File: config.mk
export PLATFORM = sky130hd
export DESIGN_NAME = fdd_track_writeback
export DESIGN_NICKNAME = d
export VERILOG_FILES = /design/src/rtl/fdd_track_writeback.sv
export SDC_FILE = /design/constraint.sdc
export NUM_CORES = 1
export LEC_CHECK = 0
export ABC_CLOCK_PERIOD_IN_PS = 3700
export BUFFER_PORTS_ARGS = -buffer_cell sky130_fd_sc_hd__buf_2
export CAP_MARGIN = 10
export CORE_MARGIN = 1
export CORE_UTILIZATION = 55
export DETAILED_ROUTE_END_ITERATION = 8
export PLACE_DENSITY = 0.88
export REMOVE_ABC_BUFFERS = 1
export SLEW_MARGIN = 20
export SYNTH_ARGS = -nofsm -noshare
export SYNTH_HDL_FRONTEND = slang
export SYNTH_SLANG_ARGS = --single-unit
File: constraint.sdc
create_clock -name CLK_VIDEO -period 3.7 [get_ports CLK_VIDEO]
set_input_delay 0.37 -clock CLK_VIDEO [delete_from_list [all_inputs] [get_ports CLK_VIDEO]]
set_output_delay 0.37 -clock CLK_VIDEO [all_outputs]
set_load 0.005 [all_outputs]
File: src/rtl/fdd_track_writeback.sv
// Dirty-sector tracker and SD write-back engine for the floppy track buffer.
// Marks sectors touched by the disk controller and streams them back to the image on flush.
module fdd_track_writeback #(
    parameter int SECTORS     = 13,
    parameter int IDLE_CYCLES = 1000000,
    parameter int CNT_W       = 24
) (
    input  logic                CLK_VIDEO,
    input  logic                reset,
    input  logic [5:0]          track,
    input  logic                fd_write_disk,
    input  logic [13:0]         fd_track_addr,
    input  logic                fdd_mounted,
    input  logic                img_readonly,
    input  logic                flush_req,
    output logic                flush_done,
    output logic [31:0]         sd_lba,
    output logic                sd_wr,
    input  logic                sd_ack,
    output logic [3:0]          wb_sector,
    output logic [SECTORS-1:0]  dirty,
    output logic                cpu_wait
);

    typedef enum logic [2:0] {
        S_IDLE,
        S_SCAN,
        S_REQ,
        S_XFER,
        S_DONE
    } state_t;

    localparam logic [CNT_W-1:0] IDLE_LAST = CNT_W'(IDLE_CYCLES - 1);

    state_t               state_q, state_d;
    logic [SECTORS-1:0]   dirty_q, dirty_d;
    logic [5:0]           wb_track_q, wb_track_d;
    logic [CNT_W-1:0]     idle_cnt_q, idle_cnt_d;
    logic [3:0]           wb_sector_q, wb_sector_d;
    logic [31:0]          sd_lba_q, sd_lba_d;
    logic                 ack_prev_q, ack_prev_d;

    logic [3:0]           wr_sector;
    logic                 wr_hit;
    logic [SECTORS-1:0]   set_mask;
    logic [SECTORS-1:0]   clr_mask;
    logic                 ack_rise;
    logic                 ack_fall;
    logic                 idle_trig;
    logic [3:0]           low_idx;
    logic                 unused_addr;

    assign unused_addr = ^{fd_track_addr[13], fd_track_addr[8:0]};

    assign wr_sector = fd_track_addr[12:9];
    assign wr_hit    = fd_write_disk && (int'(wr_sector) < SECTORS);
    assign ack_rise  = sd_ack && !ack_prev_q;
    assign ack_fall  = !sd_ack && ack_prev_q;

    // The timer only runs while something is dirty and the controller is quiet.
    assign idle_trig = (state_q == S_IDLE) && (dirty_q != '0) && !fd_write_disk
                       && (idle_cnt_q == IDLE_LAST);

    always_comb begin
        set_mask = '0;
        for (int i = 0; i < SECTORS; i++) begin
            if (wr_hit && (wr_sector == 4'(i))) set_mask[i] = 1'b1;
        end
    end

    // Descending scan so the last hit is the lowest dirty index.
    always_comb begin
        low_idx = '0;
        for (int i = SECTORS - 1; i >= 0; i--) begin
            if (dirty_q[i]) low_idx = 4'(i);
        end
    end

    always_comb begin
        idle_cnt_d = idle_cnt_q;
        if (fd_write_disk || (dirty_q == '0)) begin
            idle_cnt_d = '0;
        end else if (state_q == S_IDLE) begin
            idle_cnt_d = idle_trig ? '0 : idle_cnt_q + CNT_W'(1);
        end
    end

    always_comb begin
        state_d     = state_q;
        clr_mask    = '0;
        wb_sector_d = wb_sector_q;
        sd_lba_d    = sd_lba_q;
        ack_prev_d  = sd_ack;
        case (state_q)
            S_IDLE: begin
                if (flush_req || idle_trig) state_d = S_SCAN;
            end
            S_SCAN: begin
                if (dirty_q == '0) begin
                    state_d = S_DONE;
                end else if (!fdd_mounted || img_readonly) begin
                    clr_mask = '1;
                    state_d  = S_DONE;
                end else begin
                    wb_sector_d = low_idx;
                    sd_lba_d    = 32'(wb_track_q) * 32'(SECTORS) + 32'(low_idx);
                    state_d     = S_REQ;
                end
            end
            S_REQ: begin
                if (ack_rise) begin
                    for (int i = 0; i < SECTORS; i++) begin
                        if (wb_sector_q == 4'(i)) clr_mask[i] = 1'b1;
                    end
                    state_d = S_XFER;
                end
            end
            S_XFER: begin
                if (ack_fall) state_d = S_SCAN;
            end
            S_DONE: begin
                state_d = S_IDLE;
            end
            default: begin
                state_d = S_IDLE;
            end
        endcase
    end

    // A controller write in the same cycle as a clear wins, so the sector goes out again.
    always_comb begin
        dirty_d    = (dirty_q & ~clr_mask) | set_mask;
        wb_track_d = wb_track_q;
        if (wr_hit && (dirty_q == '0)) wb_track_d = track;
    end

    always_ff @(posedge CLK_VIDEO) begin
        if (reset) begin
            state_q     <= S_IDLE;
            dirty_q     <= '0;
            wb_track_q  <= '0;
            idle_cnt_q  <= '0;
            wb_sector_q <= '0;
            sd_lba_q    <= '0;
            ack_prev_q  <= 1'b0;
        end else begin
            state_q     <= state_d;
            dirty_q     <= dirty_d;
            wb_track_q  <= wb_track_d;
            idle_cnt_q  <= idle_cnt_d;
            wb_sector_q <= wb_sector_d;
            sd_lba_q    <= sd_lba_d;
            ack_prev_q  <= ack_prev_d;
        end
    end

    assign sd_wr      = (state_q == S_REQ);
    assign cpu_wait   = (state_q != S_IDLE);
    assign flush_done = (state_q == S_DONE);
    assign sd_lba     = sd_lba_q;
    assign wb_sector  = wb_sector_q;
    assign dirty      = dirty_q;

endmodule

==> impl_metrics.json, run 1 <==
{
  "gr-usage-met1_pct": 27.44,
  "cpMostUsedCell": "or4_1",
  "synth_seq_area_share_pct": 33.58,
  "fin_setup_tns_ns": 0,
  "diodes": 0,
  "tightest_slew_ns": 0.9642,
  "fin_area_um2": 4086,
  "dieArea_um2": 7052,
  "post-route-period-util_pct": 89.14,
  "max_freq_mhz": 303.2,
  "pre_cts_slack_ns": 0.4041,
  "power.leakage_uw": 0.001812,
  "status": "complete, but fails checks",
  "io_pins": 79,
  "dp_hpwl_um": 5567,
  "drc": 4,
  "firstDrtPassIters": 6,
  "core_area_um2": 6422,
  "r2r_slack_ns": 0.40,
  "endpoint_kind": "register",
  "setup_viol": 0,
  "ir_drop_v": 0.0002379,
  "die_y_um": 83.98,
  "setup_ws_ns": 0.4017,
  "grt_pass1_vias": 2977,
  "via_per_inst": 5.603,
  "drive_above_1_share_pct": 15.77,
  "cp.required_ns": 3.93,
  "hold_buffers": 0,
  "reg2reg_depth": 11,
  "wl_um": 7578,
  "use_met3_pct": 5.737,
  "worst-path-stages": 11,
  "synth_cell_types": 61,
  "timing.rr.start": "dirty[7]$_SDFF_PP0_",
  "grt_pass1_wl_um": 13020,
  "drtAntennaViolNets": 0,
  "place_area_um2": 3879,
  "maxSlewViolCount": 0,
  "violations": "design-rule violations",
  "maxSlewHeadroom_pct": 35.48,
  "path_delay_family": "simple AND/OR/NAND/NOR gates",
  "die_w_um": 83.98,
  "startpoint": "dirty[7]$_SDFF_PP0_",
  "antenna_found_initial": 0,
  "num_vias": 3132,
  "endpoint": "sd_lba[9]$_SDFFE_PP0P_",
  "power_density_nw_per_um2": 399.1,
  "tritoncts": "built",
  "crit_chain": "or4_1 > nor2_1 > o21ai_0 > fa_1 > inv_1 > ha_1 > nor2b_1 > o2111a_1 > o32ai_1 > or4_1 > nand3_1",
  "synthArstFlopShare_pct": 0,
  "syn_avg_cell_area_um2": 8.556,
  "path_class": "register to register",
  "path_max_fanout": 5,
  "cpPeakStageDelay_ns": 0.64,
  "cts.sinks": 62,
  "netlist_area_um2": 3696,
  "ys_ff_latch": 62,
  "grt_max_degree": 38,
  "io_buffers": 47,
  "synth_ff_type": "dfxtp_1",
  "hold_class": "input port to register",
  "place_congestion": 0.9319,
  "clk_latency_ns": 0.34,
  "initial_core_util_pct": 57.55,
  "fill_cells": 529,
  "finalHoldViolations": 0,
  "regArea_um2": 1241,
  "synth-edff-count": 0,
  "post-route-min-period_ns": 3.298,
  "ctsResizeCount": 0,
  "numCtsBuffers": 9,
  "root_buffer": "clkbuf_8",
  "cts_setup_buffers": 0,
  "yosysWarnings": 0,
  "fin_nets": 537,
  "grt_use_met2_pct": 38.90,
  "drv_cap": 0,
  "overflow": 0,
  "drt_iter0_markers": 123,
  "globalRoute.busiestLayer": "met2",
  "cts-htree-levels": 3,
  "cts_buffer_depth": 2,
  "crit_arrival_ns": 3.53,
  "row_count": 29,
  "clk_pin_slew_ns": 0.07,
  "area_growth_pct": 10.56,
  "netlist_instances": 432,
  "path_buf_inv": 1,
  "multi_input_area_um2": 2197,
  "wl_per_cell_um": 13.56,
  "critPathSlowestCell": "or4_1",
  "grt_setup_unrepaired": "false",
  "grt_usage_pct": 22.93,
  "start_kind": "register",
  "r2r_end": "sd_lba[9]$_SDFFE_PP0P_",
  "skew_ns": 0.01163,
  "whs_ns": 0.2583
}
==> area by class of cell <==
type	instances	share of cell area (%)
clock buffer	12	4.042
clock inverter	3	1.041
inverter	29	2.664
multi-input combinational	329	53.77
sequential	62	30.37
tap	77	2.358
timing repair buffer	47	5.756
==> worst min-delay path by stage <==
stage | from | to | slack [ns] | cells past startpoint
finish | track[2] | wb_track_q[2]$_SDFFE_PP0P_ | 0.26 | 3
global route | track[0] | wb_track_q[0]$_SDFFE_PP0P_ | 0.25 | 3
CTS | track[2] | wb_track_q[2]$_SDFFE_PP0P_ | 0.25 | 3
detailed placement | sd_lba[5]$_SDFFE_PP0P_ | sd_lba[5]$_SDFFE_PP0P_ | 0.45 | 2
global placement | sd_lba[6]$_SDFFE_PP0P_ | sd_lba[6]$_SDFFE_PP0P_ | 0.45 | 2
floorplan | reset | dirty[12]$_SDFF_PP0_ | 0.44 | 1
==> routing by layer <==
layer | vias up | share of wire [%]
met4 | 0 | 1.8
met1 | 1455 | 44
met3 | 17 | 5.4
li1 | 1564 | -
met2 | 96 | 49
met5 | - | 0
==> flip-flops by register name, summed over array words and instances, names as in the netlist <==
register and cells:
sd_lba 11, state_q 3, wb_track_q 6, idle_cnt_q 24
wb_sector 4, ack_prev_q 1, dirty 13
==> worst min-delay path, delay by kind of cell <==
family                 cells  cell delay [ns]
buffers and inverters      1             0.07
AND/OR/NAND/NOR            1             0.07
multiplexers               1             0.05
==> through the flow <==
step	cells	total power, µW	util [%]
4_1_cts	559	1639	63.63
6_report	559	1631	63.63
3_3_place_gp	544	1008	60.39
3_5_place_dp	544	1015	60.39
5_1_grt	559	1716	63.63
2_1_floorplan	420	933.0	-
==> kinds of logic after synthesis <==
logic type	count (synthesis)	synth area share, %
compound gates	59	11.31
xor+xnor	27	6.398
fa+ha+maj	32	11.65
buf+inv	61	9.004
flops	62	33.58
mux	7	1.896
other cells	1	0.1015
simple gates	183	26.07
==> where the power goes <==
part | internal, µW | switching, µW
sequential | 691 | 30.2
clock | 362 | 267
combinational | 116 | 166
==> cell usage in the layout (no fill, tap or decap), types with 11 or more instances in the layout <==
master    synthesis  layout
nor2_1           60      60
clkbuf_8          0      12
a21oi_1          18      18
nand4_1          17      17
a32oi_1          11      11
dfxtp_1          62      62
buf_2             5      47
conb_1            1      21
nand3_1          11      11
nand2_1          38      38
inv_1            29      29
xor2_1           19      19
ha_1             28      28
==> cells in the mapped netlist, types with 11 or more instances <==
cell	instances	area share, %
nor2_1	60	6.1
nand4_1	17	2.9
inv_1	29	2.9
dfxtp_1	62	34
buf_4	22	4.5
ha_1	28	9.5
xor2_1	19	4.5
nand2_1	38	3.9
a32oi_1	11	2.6
nand3_1	11	1.5
a21oi_1	18	2.4
No activity file was read; power rests on OpenSTA's default activity.
==> run 2: changes to the inputs <==
- BUFFER_PORTS_ARGS: -buffer_cell sky130_fd_sc_hd__buf_2 -> -buffer_cell sky130_fd_sc_hd__clkbuf_2
==> run 2 against run 1 <==
Against the previous run: combinational power is 5% higher; critical path depth stayed put; critical path type unchanged; flip-flop and latch count stayed put; cell count is 0.18% higher; largest cell class unchanged; first-iteration DRC count is 40% higher; total power is 4.5% higher; highest routed layer unchanged; the flow still finishes with violations (design-rule violations); utilization is 0.35 points higher; sequential power hardly changed.
==> impl_metrics.json, run 2 (synthesis gave the netlist of run 1 again) <==
{
  "ctsResizeCount": 0,
  "critPathSlowestCell": "or4_1",
  "layout_common_cells": "dfxtp_1, nor2_1, clkbuf_2",
  "diodes": 0,
  "drive_above_1_share_pct": 15.73,
  "maxSlewHeadroom_pct": 32.61,
  "grt_usage_pct": 23.52,
  "hold_class": "input port to register",
  "post-route-min-period_ns": 3.395,
  "layout_commonest_cell": "dfxtp_1",
  "dp_hpwl_um": 5953,
  "largest-register": "idle_cnt_q",
  "skew_ns": 0.01444,
  "cts.sinks": 62,
  "grt_max_degree": 37,
  "clk_latency_ns": 0.36,
  "cts-htree-levels": 3,
  "setup_viol": 0,
  "fin_setup_tns_ns": 0,
  "drv_cap": 0,
  "final_core_util_pct": 63.98,
  "endpoint_kind": "register",
  "root_buffer": "clkbuf_8",
  "status": "complete, but fails checks",
  "cts_buffer_depth": 2,
  "core_area_um2": 6422,
  "dieArea_um2": 7052,
  "crit_arrival_ns": 3.69,
  "drt_iter0_markers": 172,
  "place_congestion": 0.9307,
  "overflow": 0,
  "grt_setup_unrepaired": "false",
  "cts_setup_buffers": 0,
  "post-route-period-util_pct": 91.76,
  "clk_pin_slew_ns": 0.07,
  "max_freq_mhz": 294.5,
  "path_max_fanout": 5,
  "io_pins": 79,
  "hold_buffers": 0,
  "initial_core_util_pct": 57.55,
  "crit_chain": "or4_1 > nor2_1 > o21ai_0 > fa_1 > inv_1 > ha_1 > nor2b_1 > o2111a_1 > o32ai_1 > or4_1 > nand3_1",
  "ir_drop_v": 0.0003071,
  "wl_per_cell_um": 14.38,
  "tritoncts": "built",
  "num_vias": 3251,
  "via_per_inst": 5.805,
  "power_density_nw_per_um2": 414.8,
  "io_buffers": 47,
  "start_kind": "register",
  "maxSlewViolCount": 0,
  "tightest_slew_ns": 1.007,
  "path_class": "register to register",
  "power.leakage_uw": 0.001797,
  "area_growth_pct": 11.17,
  "drtAntennaViolNets": 0,
  "grt_pass1_vias": 3034,
  "largest_reg_flops": 24,
  "antenna_found_initial": 0,
  "violations": "design-rule violations",
  "finalHoldViolations": 0,
  "die_y_um": 83.98,
  "die_w_um": 83.98,
  "cpPeakStageDelay_ns": 0.63,
  "row_count": 29,
  "fin_nets": 538,
  "cp.required_ns": 3.99,
  "grt_pass1_wl_um": 13370,
  "numCtsBuffers": 9,
  "wl_um": 8053,
  "cpMostUsedCell": "or4_1",
  "drc": 4,
  "firstDrtPassIters": 7
}
-- run 2: final timing paths --
kind / from / end / slack (ns) / cells after the start
worst min-delay path: track[3] / wb_track_q[3]$_SDFFE_PP0P_ / 0.25 / 3
worst max register to register: dirty[7]$_SDFF_PP0_ / sd_lba[9]$_SDFFE_PP0P_ / 0.30 / 11
worst min register to register: sd_lba[6]$_SDFFE_PP0P_ / sd_lba[6]$_SDFFE_PP0P_ / 0.46 / 2
worst max-delay path: dirty[7]$_SDFF_PP0_ / sd_lba[9]$_SDFFE_PP0P_ / 0.30 / 11
-- run 2: critical path, delay by kind of cell, from the launching register on --
family	cells	cell delay, ns
simple gates	5	1.49
fa+ha+maj	2	0.92
compound gates	3	0.52
flops	1	0.35
buf+inv	1	0.04
-- run 2: metal layers --
metal  vias to the layer above  global-route usage, %  share of wire, %
li1                       1560                      -                 -
met1                      1523                  27.33                41
met2                       143                  41.21                50
met3                        25                  5.242               6.6
met4                         0                  10.50               2.4
met5                         -                      0                 0
-- run 2: stage by stage --
stage | instance area (µm²) | setup WS, ns | total power [µW] | std cells | hold WS [ns]
2_1_floorplan | 3547 | 0.6338 | 933.0 | 420 | 0.4391
3_5_place_dp | 3886 | 0.3790 | 1025 | 545 | 0.4518
6_report | 4109 | 0.3048 | 1704 | 560 | 0.2478
5_1_grt | 4109 | 0.1678 | 1776 | 560 | 0.2575
4_1_cts | 4109 | 0.3480 | 1703 | 560 | 0.2567
3_3_place_gp | 3886 | 0.4632 | 1010 | 545 | 0.4503
-- run 2: power by group --
group          total (µW)  internal (µW)  switching [µW]
Combinational         295            118             177
Sequential            722            691            31.3
Clock                 687            413             275
Total                1700           1220             483
-- run 2: cell type report --
type	instances	area, µm²
Fill cell	536	2313
Tap cell	77	96.34
Timing Repair Buffer	48	242.7
Clock inverter	3	67.56
Clock buffer	12	155.1
Sequential cell	62	1241
Multi-Input combinational cell	329	2197
Inverter	29	108.9
==> run 3: changes to the inputs <==
- CORE_MARGIN: 1 -> 2
- HOLD_SLACK_MARGIN: unset -> 0.02
==> run 3 against run 2 <==
Against the previous run: the run now ends clean; hold slack better by 0.0063 ns; largest cell class unchanged; flip-flop and latch count stayed put; fmax is 1.2% higher; combinational power is 2% higher; worst setup slack better by 0.041 ns; critical endpoint is now sd_lba[8]$_SDFFE_PP0P_; design area is 0.52% lower; critical path type unchanged; cell count is 0.18% higher; critical path depth stayed put.
==> impl_metrics.json, run 3 (synthesis gave the netlist of run 1 again) <==
{
  "status": "finished, final reports clean",
  "skew_ns": 0.007908,
  "root_buffer": "clkbuf_8",
  "clk_latency_ns": 0.35,
  "fill_cells": 537,
  "crit_chain": "or4_1 > nor2_1 > o21ai_0 > fa_1 > inv_1 > ha_1 > and4_1 > a211o_1 > o22ai_1 > xor2_1 > a211oi_1",
  "power_density_nw_per_um2": 400.8,
  "path_max_fanout": 6,
  "power.leakage_uw": 0.001788,
  "clk_pin_slew_ns": 0.07,
  "crit_arrival_ns": 3.54,
  "hold_path.startpoint": "track[5]",
  "cpPeakStageDelay_ns": 0.65,
  "largest-register": "idle_cnt_q",
  "holdPathStages": 3,
  "cp.required_ns": 3.89,
  "via_per_inst": 5.763,
  "core_area_um2": 6422,
  "drive_above_1_share_pct": 15.70,
  "maxSlewViolCount": 0,
  "dp_hpwl_um": 5928,
  "cts_buffer_depth": 2,
  "grt_max_degree": 37,
  "hold_buffers": 0,
  "cts_setup_buffers": 0,
  "grt_pass1_wl_um": 13920,
  "path_buf_inv": 1,
  "path_class": "register to register",
  "die_y_um": 85.98,
  "critPathSlowestCell": "or4_1",
  "reg2reg_depth": 11,
  "fin_setup_tns_ns": 0,
  "tightest_slew_ns": 0.9909,
  "num_vias": 3233,
  "grt_usage_pct": 23.57,
  "die_w_um": 85.98,
  "start_kind": "register",
  "post-route-period-util_pct": 90.67,
  "drtAntennaViolNets": 0,
  "drc": 0,
  "fin_nets": 538,
  "layout_commonest_cell": "dfxtp_1",
  "hold_class": "input port to register",
  "layout_common_cells": "dfxtp_1, nor2_1, clkbuf_2",
  "drt_iter0_markers": 165,
  "post-route-min-period_ns": 3.355,
  "ir_drop_v": 0.0002125,
  "setup_ws_ns": 0.3453,
  "overflow": 0,
  "setup_viol": 0,
  "worst-path-stages": 11,
  "drv_cap": 0,
  "cts-htree-levels": 3,
  "area_growth_pct": 10.60,
  "largest_reg_flops": 24,
  "wl_um": 8322,
  "io_buffers": 47,
  "pre_cts_slack_ns": 0.4078,
  "row_count": 29,
  "numCtsBuffers": 9,
  "diodes": 0,
  "path_delay_family": "simple AND/OR/NAND/NOR gates",
  "wl_per_cell_um": 14.83,
  "r2r_slack_ns": 0.35,
  "place_congestion": 0.9258,
  "whs_ns": 0.2541,
  "ctsResizeCount": 0,
  "antenna_found_initial": 0,
  "startpoint": "dirty[6]$_SDFF_PP0_",
  "grt_pass1_vias": 3032,
  "max_freq_mhz": 298.1,
  "io_pins": 79,
  "cts.sinks": 62,
  "tritoncts": "built",
  "grt_setup_unrepaired": "false",
  "timing.rr.start": "dirty[6]$_SDFF_PP0_",
  "maxSlewHeadroom_pct": 33.70,
  "firstDrtPassIters": 4,
  "final_core_util_pct": 63.65,
  "dieArea_um2": 7392,
  "endpoint_kind": "register",
  "finalHoldViolations": 0,
  "initial_core_util_pct": 57.55
}
==> run 3: area by class of cell <==
cell class / count / area (µm²) / area share [%]
repair buffers: 48 / 242.7 / 5.938
well taps: 77 / 96.34 / 2.357
clock inverters: 3 / 42.54 / 1.041
clock buffers: 13 / 158.9 / 3.887
flip-flops and latches: 62 / 1241 / 30.36
multi-input cells: 329 / 2197 / 53.75
inverters: 29 / 108.9 / 2.663
==> run 3: where the power goes <==
group / switching, µW / internal (µW) / total (µW)
clock: 270 / 347 / 617
sequential: 30.8 / 691 / 722
combinational: 181 / 119 / 300
total: 482 / 1160 / 1640
==> run 3: path summary, 6_finish.rpt <==
path | endpoint
hold reg to reg | sd_lba[4]$_SDFFE_PP0P_
setup reg to reg | sd_lba[8]$_SDFFE_PP0P_
hold / removal | wb_track_q[5]$_SDFFE_PP0P_
setup / recovery | sd_lba[8]$_SDFFE_PP0P_
==> run 3: tightest hold or removal path, delay by kind of cell <==
kind	cells	cell delay [ns]
buffers and inverters	1	0.07
multiplexers	1	0.05
AND/OR/NAND/NOR	1	0.07
==> run 3: metal layers <==
metal / track usage, % / vias to the layer above / share of wire [%]
met4: 10.39 / 0 / 2.5
met5: 0 / - / 0
met3: 5.967 / 25 / 6.2
met1: 28.14 / 1523 / 41
li1: - / 1570 / -
met2: 39.89 / 115 / 51
==> run 3: metrics by stage <==
stage          power [µW]  area, µm²  std cells
2_1_floorplan       933.0       3547        420
3_3_place_gp         1010       3886        545
3_5_place_dp         1027       3886        545
4_1_cts              1647       4088        561
5_1_grt              1708       4088        561
6_report             1639       4088        561
